File: config.mk
export PLATFORM = sky130hd
export DESIGN_NAME = wfifo_frame_packer
export DESIGN_NICKNAME = d
export VERILOG_FILES = /design/src/rtl/wfifo_pkg.sv /design/src/rtl/wfifo_frame_packer_vs_edge_sync.sv /design/src/rtl/wfifo_frame_packer.sv
export SDC_FILE = /design/constraint.sdc
export NUM_CORES = 1
export LEC_CHECK = 0
export ABC_CLOCK_PERIOD_IN_PS = 2360
export CORE_ASPECT_RATIO = 1.75
export CORE_MARGIN = 2
export CORE_UTILIZATION = 49
export DETAILED_ROUTE_END_ITERATION = 8
export GPL_ROUTABILITY_DRIVEN = 0
export HOLD_SLACK_MARGIN = 0.02
export PLACE_DENSITY = 0.82
export SYNTH_ARGS = -nofsm -noshare
export SYNTH_HDL_FRONTEND = slang
export SYNTH_SLANG_ARGS = --single-unit
export TNS_END_PERCENT = 20
File: constraint.sdc
create_clock -name wfifo_wr_clk -period 2.36 [get_ports wfifo_wr_clk]
set_clock_uncertainty 0.05 [all_clocks]
set_input_delay 0.354 -clock wfifo_wr_clk [delete_from_list [all_inputs] [get_ports wfifo_wr_clk]]
set_output_delay 0.354 -clock wfifo_wr_clk [all_outputs]
set_load 0.03 [all_outputs]
File: src/rtl/wfifo_pkg.sv
// Shared types and sizing helpers for the DDR write-FIFO front end.
package wfifo_pkg;

    typedef enum logic [2:0] {
        ST_IDLE  = 3'd0,
        ST_FLUSH = 3'd1,
        ST_RST   = 3'd2,
        ST_GUARD = 3'd3,
        ST_RUN   = 3'd4
    } fsm_state_t;

    // Bits needed to count 0..n-1, never less than one.
    function automatic int cnt_w(input int n);
        return (n <= 2) ? 1 : $clog2(n);
    endfunction

endpackage

File: src/rtl/wfifo_frame_packer_vs_edge_sync.sv
// Vsync polarity select, 2-flop synchroniser and registered rising-edge pulse.
module vs_edge_sync #(
    parameter bit VS_POL = 1'b1
) (
    input  logic wfifo_wr_clk,
    input  logic rstn,
    input  logic vs_in,
    output logic vs_edge
);

    logic vs_act;
    logic sync1;
    logic sync2;
    logic sync2_q;

    assign vs_act = (vs_in == VS_POL);

    always_ff @(posedge wfifo_wr_clk) begin
        if (!rstn) begin
            sync1   <= 1'b0;
            sync2   <= 1'b0;
            sync2_q <= 1'b0;
            vs_edge <= 1'b0;
        end else begin
            sync1   <= vs_act;
            sync2   <= sync1;
            sync2_q <= sync2;
            vs_edge <= sync2 & ~sync2_q;
        end
    end

endmodule

File: src/rtl/wfifo_frame_packer.sv
// Packs pixels into FIFO words, flushes partial words at frame end and sequences
// the per-frame FIFO reset and guard window from the vsync edge.
module wfifo_frame_packer
    import wfifo_pkg::*;
#(
    parameter int              IN_W         = 32,
    parameter int              OUT_W        = 256,
    parameter bit              VS_POL       = 1'b1,
    parameter int              RST_CYCLES   = 14,
    parameter int              GUARD_CYCLES = 16,
    parameter logic [IN_W-1:0] PAD_VAL      = '0
) (
    input  logic             wfifo_wr_clk,
    input  logic             rstn,
    input  logic             vs_in,
    input  logic             pix_valid,
    input  logic [IN_W-1:0]  pix_data,
    input  logic             fifo_full,
    output logic             fifo_rst,
    output logic             fifo_wr_en,
    output logic [OUT_W-1:0] fifo_wr_data,
    output logic             frame_start,
    output logic [15:0]      frame_cnt,
    output logic [15:0]      frame_words,
    output logic             overflow
);

    localparam int RATIO  = OUT_W / IN_W;
    localparam int LANE_W = cnt_w(RATIO);
    localparam int TMR_W  = cnt_w((RST_CYCLES > GUARD_CYCLES) ? RST_CYCLES : GUARD_CYCLES);
    localparam logic [LANE_W-1:0] LAST_LANE = LANE_W'(RATIO - 1);
    localparam logic [OUT_W-1:0]  PAD_WORD  = {RATIO{PAD_VAL}};

    fsm_state_t        state, next_state;
    logic [TMR_W-1:0]  timer;
    logic [LANE_W-1:0] lane, lane_nxt;
    logic [OUT_W-1:0]  word_buf, packed_word, wr_word;
    logic [15:0]       word_cnt, word_cnt_nxt;
    logic              vs_edge;
    logic              rst_done, guard_done, pix_take, word_done;
    logic              wr_try, wr_ok, latch_frame;

    vs_edge_sync #(.VS_POL(VS_POL)) u_vs_sync (
        .wfifo_wr_clk (wfifo_wr_clk),
        .rstn         (rstn),
        .vs_in        (vs_in),
        .vs_edge      (vs_edge)
    );

    always_ff @(posedge wfifo_wr_clk) begin
        if (!rstn) state <= ST_IDLE;
        else       state <= next_state;
    end

    // The incoming pixel is packed before the frame-end decision, so lane_nxt drives it.
    always_comb begin
        rst_done   = (state == ST_RST)   && (timer == TMR_W'(RST_CYCLES - 1));
        guard_done = (state == ST_GUARD) && (timer == TMR_W'(GUARD_CYCLES - 1));
        pix_take   = (state == ST_RUN) && pix_valid;
        word_done  = pix_take && (lane == LAST_LANE);
        lane_nxt   = lane;
        if (pix_take) lane_nxt = word_done ? '0 : lane + LANE_W'(1);

        next_state = state;
        case (state)
            ST_IDLE:  if (vs_edge) next_state = ST_RST;
            ST_RST:   if (rst_done) next_state = ST_GUARD;
            ST_GUARD: if (guard_done) next_state = ST_RUN;
            ST_RUN:   if (vs_edge) next_state = (lane_nxt != '0) ? ST_FLUSH : ST_RST;
            ST_FLUSH: next_state = ST_RST;
            default:  next_state = ST_IDLE;
        endcase
    end

    always_comb begin
        packed_word = word_buf;
        packed_word[int'(lane) * IN_W +: IN_W] = pix_data;
        wr_try       = word_done || (state == ST_FLUSH);
        wr_ok        = wr_try && !fifo_full;
        wr_word      = (state == ST_FLUSH) ? word_buf : packed_word;
        word_cnt_nxt = word_cnt;
        if (wr_ok && (word_cnt != 16'hFFFF)) word_cnt_nxt = word_cnt + 16'd1;
        latch_frame  = ((state == ST_RUN) || (state == ST_FLUSH)) && (next_state == ST_RST);
    end

    // NOTE: reset is synchronous, so the pad-filled word buffer is cleared by logic, not by an async flop pin.
    always_ff @(posedge wfifo_wr_clk) begin
        if (!rstn) begin
            timer        <= '0;
            lane         <= '0;
            word_buf     <= PAD_WORD;
            word_cnt     <= '0;
            fifo_rst     <= 1'b1;
            fifo_wr_en   <= 1'b0;
            fifo_wr_data <= '0;
            frame_start  <= 1'b0;
            frame_cnt    <= '0;
            frame_words  <= '0;
            overflow     <= 1'b0;
        end else begin
            if (next_state != state)
                timer <= '0;
            else if ((state == ST_RST) || (state == ST_GUARD))
                timer <= timer + TMR_W'(1);

            lane <= guard_done ? '0 : lane_nxt;

            // Unused lanes always hold PAD_VAL, so a flush can write the buffer as-is.
            if (wr_try || guard_done) word_buf <= PAD_WORD;
            else if (pix_take)        word_buf <= packed_word;

            word_cnt    <= guard_done ? 16'd0 : word_cnt_nxt;
            fifo_rst    <= (next_state == ST_RST);
            fifo_wr_en  <= wr_ok;
            if (wr_ok) fifo_wr_data <= wr_word;
            frame_start <= guard_done;
            if (guard_done)  frame_cnt   <= frame_cnt + 16'd1;
            if (latch_frame) frame_words <= word_cnt_nxt;
            if (wr_try && fifo_full) overflow <= 1'b1;
        end
    end

endmodule

==> results.json, run 1 <==
{
  "status": "finished, final reports clean",
  "dp_hpwl_mm": 52.5,
  "viasPerCell": 5.82,
  "relSlewSlack_pct": 59.1,
  "synth_top_family_by_area": "simple AND/OR/NAND/NOR gates",
  "p_leak_nw": 10.8,
  "p_comb_share_pct": 3.1,
  "grt_max_degree": 65,
  "final-max-slew-violation-count": 0,
  "stdcell_area_mm2": 0.0301,
  "cts.clk_slew.worst_paths_ns": 0.07,
  "max_stage_delay_ns": 0.45,
  "dieWidth_um": 169,
  "hp-class": "input pin to flip-flop",
  "fin_crit_ns": 2.32,
  "die_h_um": 293,
  "powerDensity_mw_per_mm2": 620,
  "yosys.area_share.simple_pct": 19.6,
  "yosysWarnings": 0,
  "grt_pass1_vias": 20700,
  "synth-compound-area-share_pct": 18.6,
  "cts_tree": "done",
  "synth_cells": 2781,
  "io_pins": 329,
  "rsz0062_at_grt": "true",
  "tns_ns": 0,
  "peakVddDrop_v": 0.000574,
  "antenna_found_initial": 2,
  "crit_arrival_ns": 2.74,
  "clockBufferDepth": 3,
  "drive_above_1_share_pct": 9.32,
  "ys_seq_area_share_pct": 49.4,
  "grt_usage_pct": 29.4,
  "synthesis.nets": 2826,
  "syn2layout_area_growth_pct": 28.4,
  "cp.required_ns": 2.78,
  "start_util_pct": 49.3,
  "hold_viol_final": 0,
  "drc": 0,
  "intPower_mw": 14.6,
  "cts-root-buf": "clkbuf_16",
  "ys_async_sr_fraction_pct": 0,
  "synth_cell_types": 65,
  "synth-main-ff-cell": "dfxtp_1",
  "nNetsFinal": 3127,
  "clock_sinks": 578,
  "synthMuxAreaShare_pct": 5.98,
  "antenna_left": 0,
  "netSwitchingPower_mw": 4.05,
  "final_common_cell": "dfxtp_1",
  "layout_common_cells": "dfxtp_1 (576), nor2_1 (534), nand2_1 (410)",
  "clkPwrFrac_pct": 44.6,
  "critical_path.max_fanout": 14,
  "p_seq_share_pct": 52.3,
  "power_mw": 18.7,
  "cp_cell_sequence": "buf_12 -> nor4bb_1 -> a21boi_0 -> a221oi_2 -> buf_4 -> bufbuf_16 -> o21ai_0 -> a21oi_1",
  "wl_per_cell_um": 20.2,
  "synth_top_area_share_pct": 49.4,
  "final-setup-viol-count": 0,
  "insertion_delay_ns": 0.58,
  "period_share_pct": 98.4,
  "switching_share_pct": 21.7,
  "dr.pass1.iters": 6,
  "vias": 21600,
  "yosys.area.top_type": "dfxtp_1",
  "worstMarginPinSlew_ns": 0.613,
  "synth-xor-area-share_pct": 0.935,
  "ys_ff_latch": 578,
  "avgSynthCellArea_um2": 8.42,
  "synth.area.top_cells": "dfxtp_1 (49%), nor2_1 (8.6%), nand2_1 (6.6%)",
  "crit_path_end_kind": "flip-flop",
  "io_buffer_count": 328,
  "synth_area_mm2": 0.0234,
  "drt_iter0_drc": 1685,
  "crit_path_start_kind": "flip-flop",
  "grt_overflow": 0,
  "grt_pass1_wl_mm": 115,
  "synth_edf_count": 0,
  "placed_cell_area_mm2": 0.0282,
  "r2r_slack_ns": 0.04,
  "die_area_mm2": 0.0496,
  "synthAdderAreaFrac_pct": 0.427,
  "max_freq_ghz": 0.431,
  "core_area_mm2": 0.0475,
  "fp-row-count": 106,
  "wirelength_mm": 75.3,
  "critPathKind": "flip-flop to flip-flop",
  "slowest_stage": "a21boi_0",
  "h-tree-depth": 2,
  "cap_viol_max_count": 0,
  "cts_buffers": 50
}
==> through the flow <==
stage          utilization [%]  std cells  hold slack (ns)  worst slack (ns)
2_1_floorplan                -       2781            0.317           -0.0586
3_3_place_gp              59.4       3614            0.322            -0.120
3_5_place_dp              59.4       3614            0.327           -0.0989
4_1_cts                   63.1       3709           0.0865            0.0104
5_1_grt                   63.3       3717           0.0697           -0.0802
6_report                  63.3       3717            0.106            0.0379
==> sequential cells by signal, summed over array words and instances (netlist names) <==
name               flops
u_vs_sync.sync2        1
u_vs_sync.sync2_q      1
fifo_wr_data         256
frame_cnt             16
timer                  4
u_vs_sync.vs_edge      1
word_buf             256
fifo_rst               1
lane                   3
frame_start            1
word_cnt              16
u_vs_sync.sync1        1
frame_words           16
fifo_wr_en             1
overflow               1
state                  3
==> area by class of cell <==
class | instances | area [µm²]
clock buffers | 84 | 1580
repair buffers | 506 | 5210
multi-input cells | 1934 | 10800
diodes | 2 | 5.00
clock inverters | 7 | 68.8
fillers | 3809 | 17400
flip-flops and latches | 578 | 11600
inverters | 12 | 50.0
well taps | 594 | 743
==> cell usage after synthesis (all sizes together) (5+ instances only) <==
| cell type | count |
|---|---|
| a211oi | 193 |
| a21oi | 281 |
| and2 | 5 |
| and4 | 7 |
| buf | 118 |
| clkbuf | 139 |
| dfxtp | 578 |
| ha | 8 |
| inv | 12 |
| mux2i | 140 |
| nand2 | 410 |
| nand3 | 21 |
| nand4 | 17 |
| nor2 | 538 |
| nor3 | 71 |
| o211a | 64 |
| o211ai | 67 |
| o21ai | 29 |
| or3 | 7 |
| xnor2 | 8 |
| xor2 | 17 |
==> routing by layer <==
layer | up-vias | track usage (%) | wire length [µm]
li1 | 10200 | - | -
met1 | 10200 | 32.8 | 27200
met2 | 1006 | 50.9 | 37300
met3 | 253 | 5.08 | 5300
met4 | 0 | 19.7 | 5520
met5 | - | 0 | 0
==> cells by family (layout without fill, tap and decap cells) <==
logic type,count (synthesis),count (layout)
buffers and inverters,269,609
AOI/OAI and AO/OA,653,653
adders and majority gates,8,8
xor gates and xnor gates,25,25
and+or+nand+nor,1108,1108
muxes,140,140
DFF,578,578
other,0,2
==> final timing paths <==
kind / start / end / depth (start not counted)
worst max-delay path: state[1] / frame_words[10] / 8
worst max register to register: state[1] / frame_words[10] / 8
worst min-delay path: rstn / fifo_rst / 2
worst min register to register: u_vs_sync.sync2_q / u_vs_sync.vs_edge / 1
==> power by group through the flow <==
stage	Combinational, mW	Clock [mW]	Sequential (mW)
3_3_place_gp	0.567	0	9.98
5_1_grt	0.604	8.77	9.75
6_report	0.583	8.31	9.76
3_5_place_dp	0.573	0	9.98
2_1_floorplan	0.242	0	9.98
4_1_cts	0.576	8.38	9.76
==> critical path, delay by kind of cell (launching register included) <==
| family | cells | cell delay [ns] |
|---|---|---|
| buffers and inverters | 3 | 0.63 |
| flip-flops | 1 | 0.38 |
| AND/OR/NAND/NOR | 1 | 0.33 |
| AO/OA/AOI/OAI | 4 | 0.80 |
==> timing repair <==
item,CTS,global route
gates cloned,2,2
setup buffers,2,4
setup endpoints to repair,84,151
gates resized for setup,7,9
pin swaps,3,5
hold buffers,0,0
(Power assumes the default switching activity.)
==> run 2, diff against run 1 <==
--- a/config.mk
+++ b/config.mk
@@ -11,8 +11,10 @@
 export CORE_UTILIZATION = 49
 export DETAILED_ROUTE_END_ITERATION = 8
 export GPL_ROUTABILITY_DRIVEN = 0
+export GPL_TIMING_DRIVEN = 1
 export HOLD_SLACK_MARGIN = 0.02
 export PLACE_DENSITY = 0.82
+export SLEW_MARGIN = 20
 export SYNTH_ARGS = -nofsm -noshare
 export SYNTH_HDL_FRONTEND = slang
 export SYNTH_SLANG_ARGS = --single-unit
==> results of run 2 <==
Same layout as run 1: the final DEF is identical, and so are final timing and power.
==> run 3, diff against run 2 <==
--- a/config.mk
+++ b/config.mk
@@ -5,15 +5,16 @@
 export SDC_FILE = /design/constraint.sdc
 export NUM_CORES = 1
 export LEC_CHECK = 0
-export ABC_CLOCK_PERIOD_IN_PS = 2360
+export ABC_CLOCK_PERIOD_IN_PS = 2500
 export CORE_ASPECT_RATIO = 1.75
 export CORE_MARGIN = 2
-export CORE_UTILIZATION = 49
+export CORE_UTILIZATION = 55
+export CTS_CLUSTER_DIAMETER = 100
 export DETAILED_ROUTE_END_ITERATION = 8
 export GPL_ROUTABILITY_DRIVEN = 0
 export GPL_TIMING_DRIVEN = 1
 export HOLD_SLACK_MARGIN = 0.02
-export PLACE_DENSITY = 0.82
+export PLACE_DENSITY = 0.86
 export SLEW_MARGIN = 20
 export SYNTH_ARGS = -nofsm -noshare
 export SYNTH_HDL_FRONTEND = slang
==> constraint.sdc (replaced) <==
create_clock -name wfifo_wr_clk -period 2.5 [get_ports wfifo_wr_clk]
set_clock_uncertainty 0.05 [all_clocks]
set_input_delay 0.375 -clock wfifo_wr_clk [delete_from_list [all_inputs] [get_ports wfifo_wr_clk]]
set_output_delay 0.375 -clock wfifo_wr_clk [all_outputs]
set_load 0.03 [all_outputs]
==> results.json, run 3 (synthesis gave the netlist of run 1 again) <==
{
  "status": "finished, final reports clean",
  "insertion_delay_ns": 0.57,
  "switching_share_pct": 21.9,
  "gr-usage-met1_pct": 34.7,
  "p_seq_share_pct": 52.9,
  "fin_crit_ns": 2.43,
  "intPower_mw": 13.6,
  "cts-hold-fix-buffers": 0,
  "pre_cts_ws_ns": -0.0405,
  "clockBufferDepth": 3,
  "crit_path_start_kind": "flip-flop",
  "worstMarginPinSlew_ns": 0.698,
  "fp-row-count": 100,
  "io_buffer_count": 328,
  "antenna_left": 0,
  "final_common_cell": "dfxtp_1",
  "min_delay_path_depth": 2,
  "nFillCells": 3124,
  "cts-root-buf": "clkbuf_16",
  "dr.pass1.iters": 8,
  "top_regs": "fifo_wr_data (256), word_buf (256)",
  "relSlewSlack_pct": 53.3,
  "p_comb_share_pct": 3.2,
  "nNetsFinal": 3099,
  "io_pins": 329,
  "rr_worst_depth": 9,
  "wl_per_cell_um": 20.6,
  "crit_end": "fifo_wr_data[23]",
  "regToRegEndpoint": "fifo_wr_data[23]",
  "globalRouteMet3Util_pct": 4.94,
  "grt_max_degree": 69,
  "clkPwrFrac_pct": 43.9,
  "register_area_mm2": 0.0116,
  "syn2layout_area_growth_pct": 26.7,
  "period_share_pct": 97.1,
  "cts.clk_slew.worst_paths_ns": 0.07,
  "viasPerCell": 6.00,
  "cp.required_ns": 2.89,
  "drt_iter0_drc": 2048,
  "powerDensity_mw_per_mm2": 587,
  "peakVddDrop_v": 0.000564,
  "wirelength_mm": 75.2,
  "grt_pass1_wl_mm": 115,
  "cap_viol_max_count": 0,
  "critPathKind": "flip-flop to flip-flop",
  "antenna_found_initial": 0,
  "drc": 0,
  "layout_common_cells": "dfxtp_1 (577), nor2_1 (535), nand2_1 (410)",
  "top_usage_layer": "met2",
  "vias": 21900,
  "dp_hpwl_mm": 51.2,
  "cts_tree": "done",
  "die_area_mm2": 0.0443,
  "p_leak_nw": 10.6,
  "r2r_slack_ns": 0.07,
  "clock_sinks": 578,
  "hp-class": "input pin to flip-flop",
  "crit_arrival_ns": 2.82,
  "h-tree-depth": 2,
  "critical_path.max_fanout": 11,
  "cts_buffers": 49,
  "core_area_mm2": 0.0423,
  "start_util_pct": 55.4,
  "power_mw": 17.4,
  "reg2reg_from": "lane[0]",
  "die_h_um": 277,
  "final-max-slew-violation-count": 0,
  "grt_pass1_vias": 21200,
  "final-setup-viol-count": 0,
  "netSwitchingPower_mw": 3.82,
  "drive_above_1_share_pct": 8.74,
  "met2_usage_pct": 56.1,
  "max_freq_ghz": 0.412,
  "dieWidth_um": 160,
  "cp-startpoint": "lane[0]",
  "grt_overflow": 0,
  "diodes": 0,
  "rsz0062_at_grt": "true",
  "crit_path_end_kind": "flip-flop",
  "hold_viol_final": 0,
  "timing.final.ws_setup_ns": 0.0719,
  "grt_usage_pct": 32.3,
  "multi_input_comb_area_mm2": 0.0109
}
-- run 3: changes by cell type in the layout (fill, tap and decap cells not counted), sizes merged --
cell / delta
buf: -27
clkbuf: -19
clkinv: +10
bufinv: +4
diode: -2
bufbuf: -1
clkinvlp: +1
-- run 3: worst min path at each step --
stage | start | to | slack, ns
after global routing | rstn | fifo_rst | 0.23
after detailed placement | u_vs_sync.sync2_q | u_vs_sync.vs_edge | 0.33
final | rstn | fifo_rst | 0.21
after CTS | rstn | fifo_rst | 0.19
after global placement | u_vs_sync.sync2_q | u_vs_sync.vs_edge | 0.32
after floorplan | u_vs_sync.sync2_q | u_vs_sync.vs_edge | 0.32
-- run 3: cell type report --
cell class	instances	area share [%]
clock buffer	64	4.42
clock inverter	22	0.855
inverter	12	0.169
multi-input combinational	1934	36.6
sequential	578	39.0
tap	561	2.36
timing repair buffer	479	16.7
-- run 3: layer usage --
layer	part of all wire [%]	routed length, µm
met1	34	25500
met3	7.3	5500
met2	49	37100
met4	9.5	7130
met5	0	0
-- run 3: per-stage QoR --
stage                     cell area (µm²)  hold slack (ns)  cells  util [%]  TNS [ns]
after floorplan                     23400            0.317   2781         -         0
after global placement              27800            0.322   3545      65.8         0
after detailed placement            27800            0.329   3545      65.8   -0.0405
after CTS                           29400            0.194   3631      69.5         0
after global routing                29700            0.234   3650      70.2    -0.123
final                               29700            0.209   3650      70.2         0
-- run 3: power groups by stage --
stage | logic, mW | clock network, mW | registers (mW)
2_1_floorplan | 0.228 | 0 | 9.42
3_3_place_gp | 0.535 | 0 | 9.42
3_5_place_dp | 0.542 | 0 | 9.42
4_1_cts | 0.545 | 7.68 | 9.21
5_1_grt | 0.574 | 8.04 | 9.21
6_report | 0.564 | 7.65 | 9.21
-- run 3: worst max-delay path, stage by stage, from the launching register on --
cell and delay (ns):
dfxtp_1 0.38, inv_1 0.09, ha_1 0.23, ha_4 0.32, nor2_1 0.05, and3_1 0.23, o21ai_4 0.20, buf_4 0.21
mux2i_1 0.40, a211oi_1 0.13
-- run 3: repair_timing --
item                                    in CTS  in global routing
gates resized for setup                      0                 19
hold endpoints to repair                     0                  0
buffers inserted                             0                 16
endpoints found under the setup margin       0                233
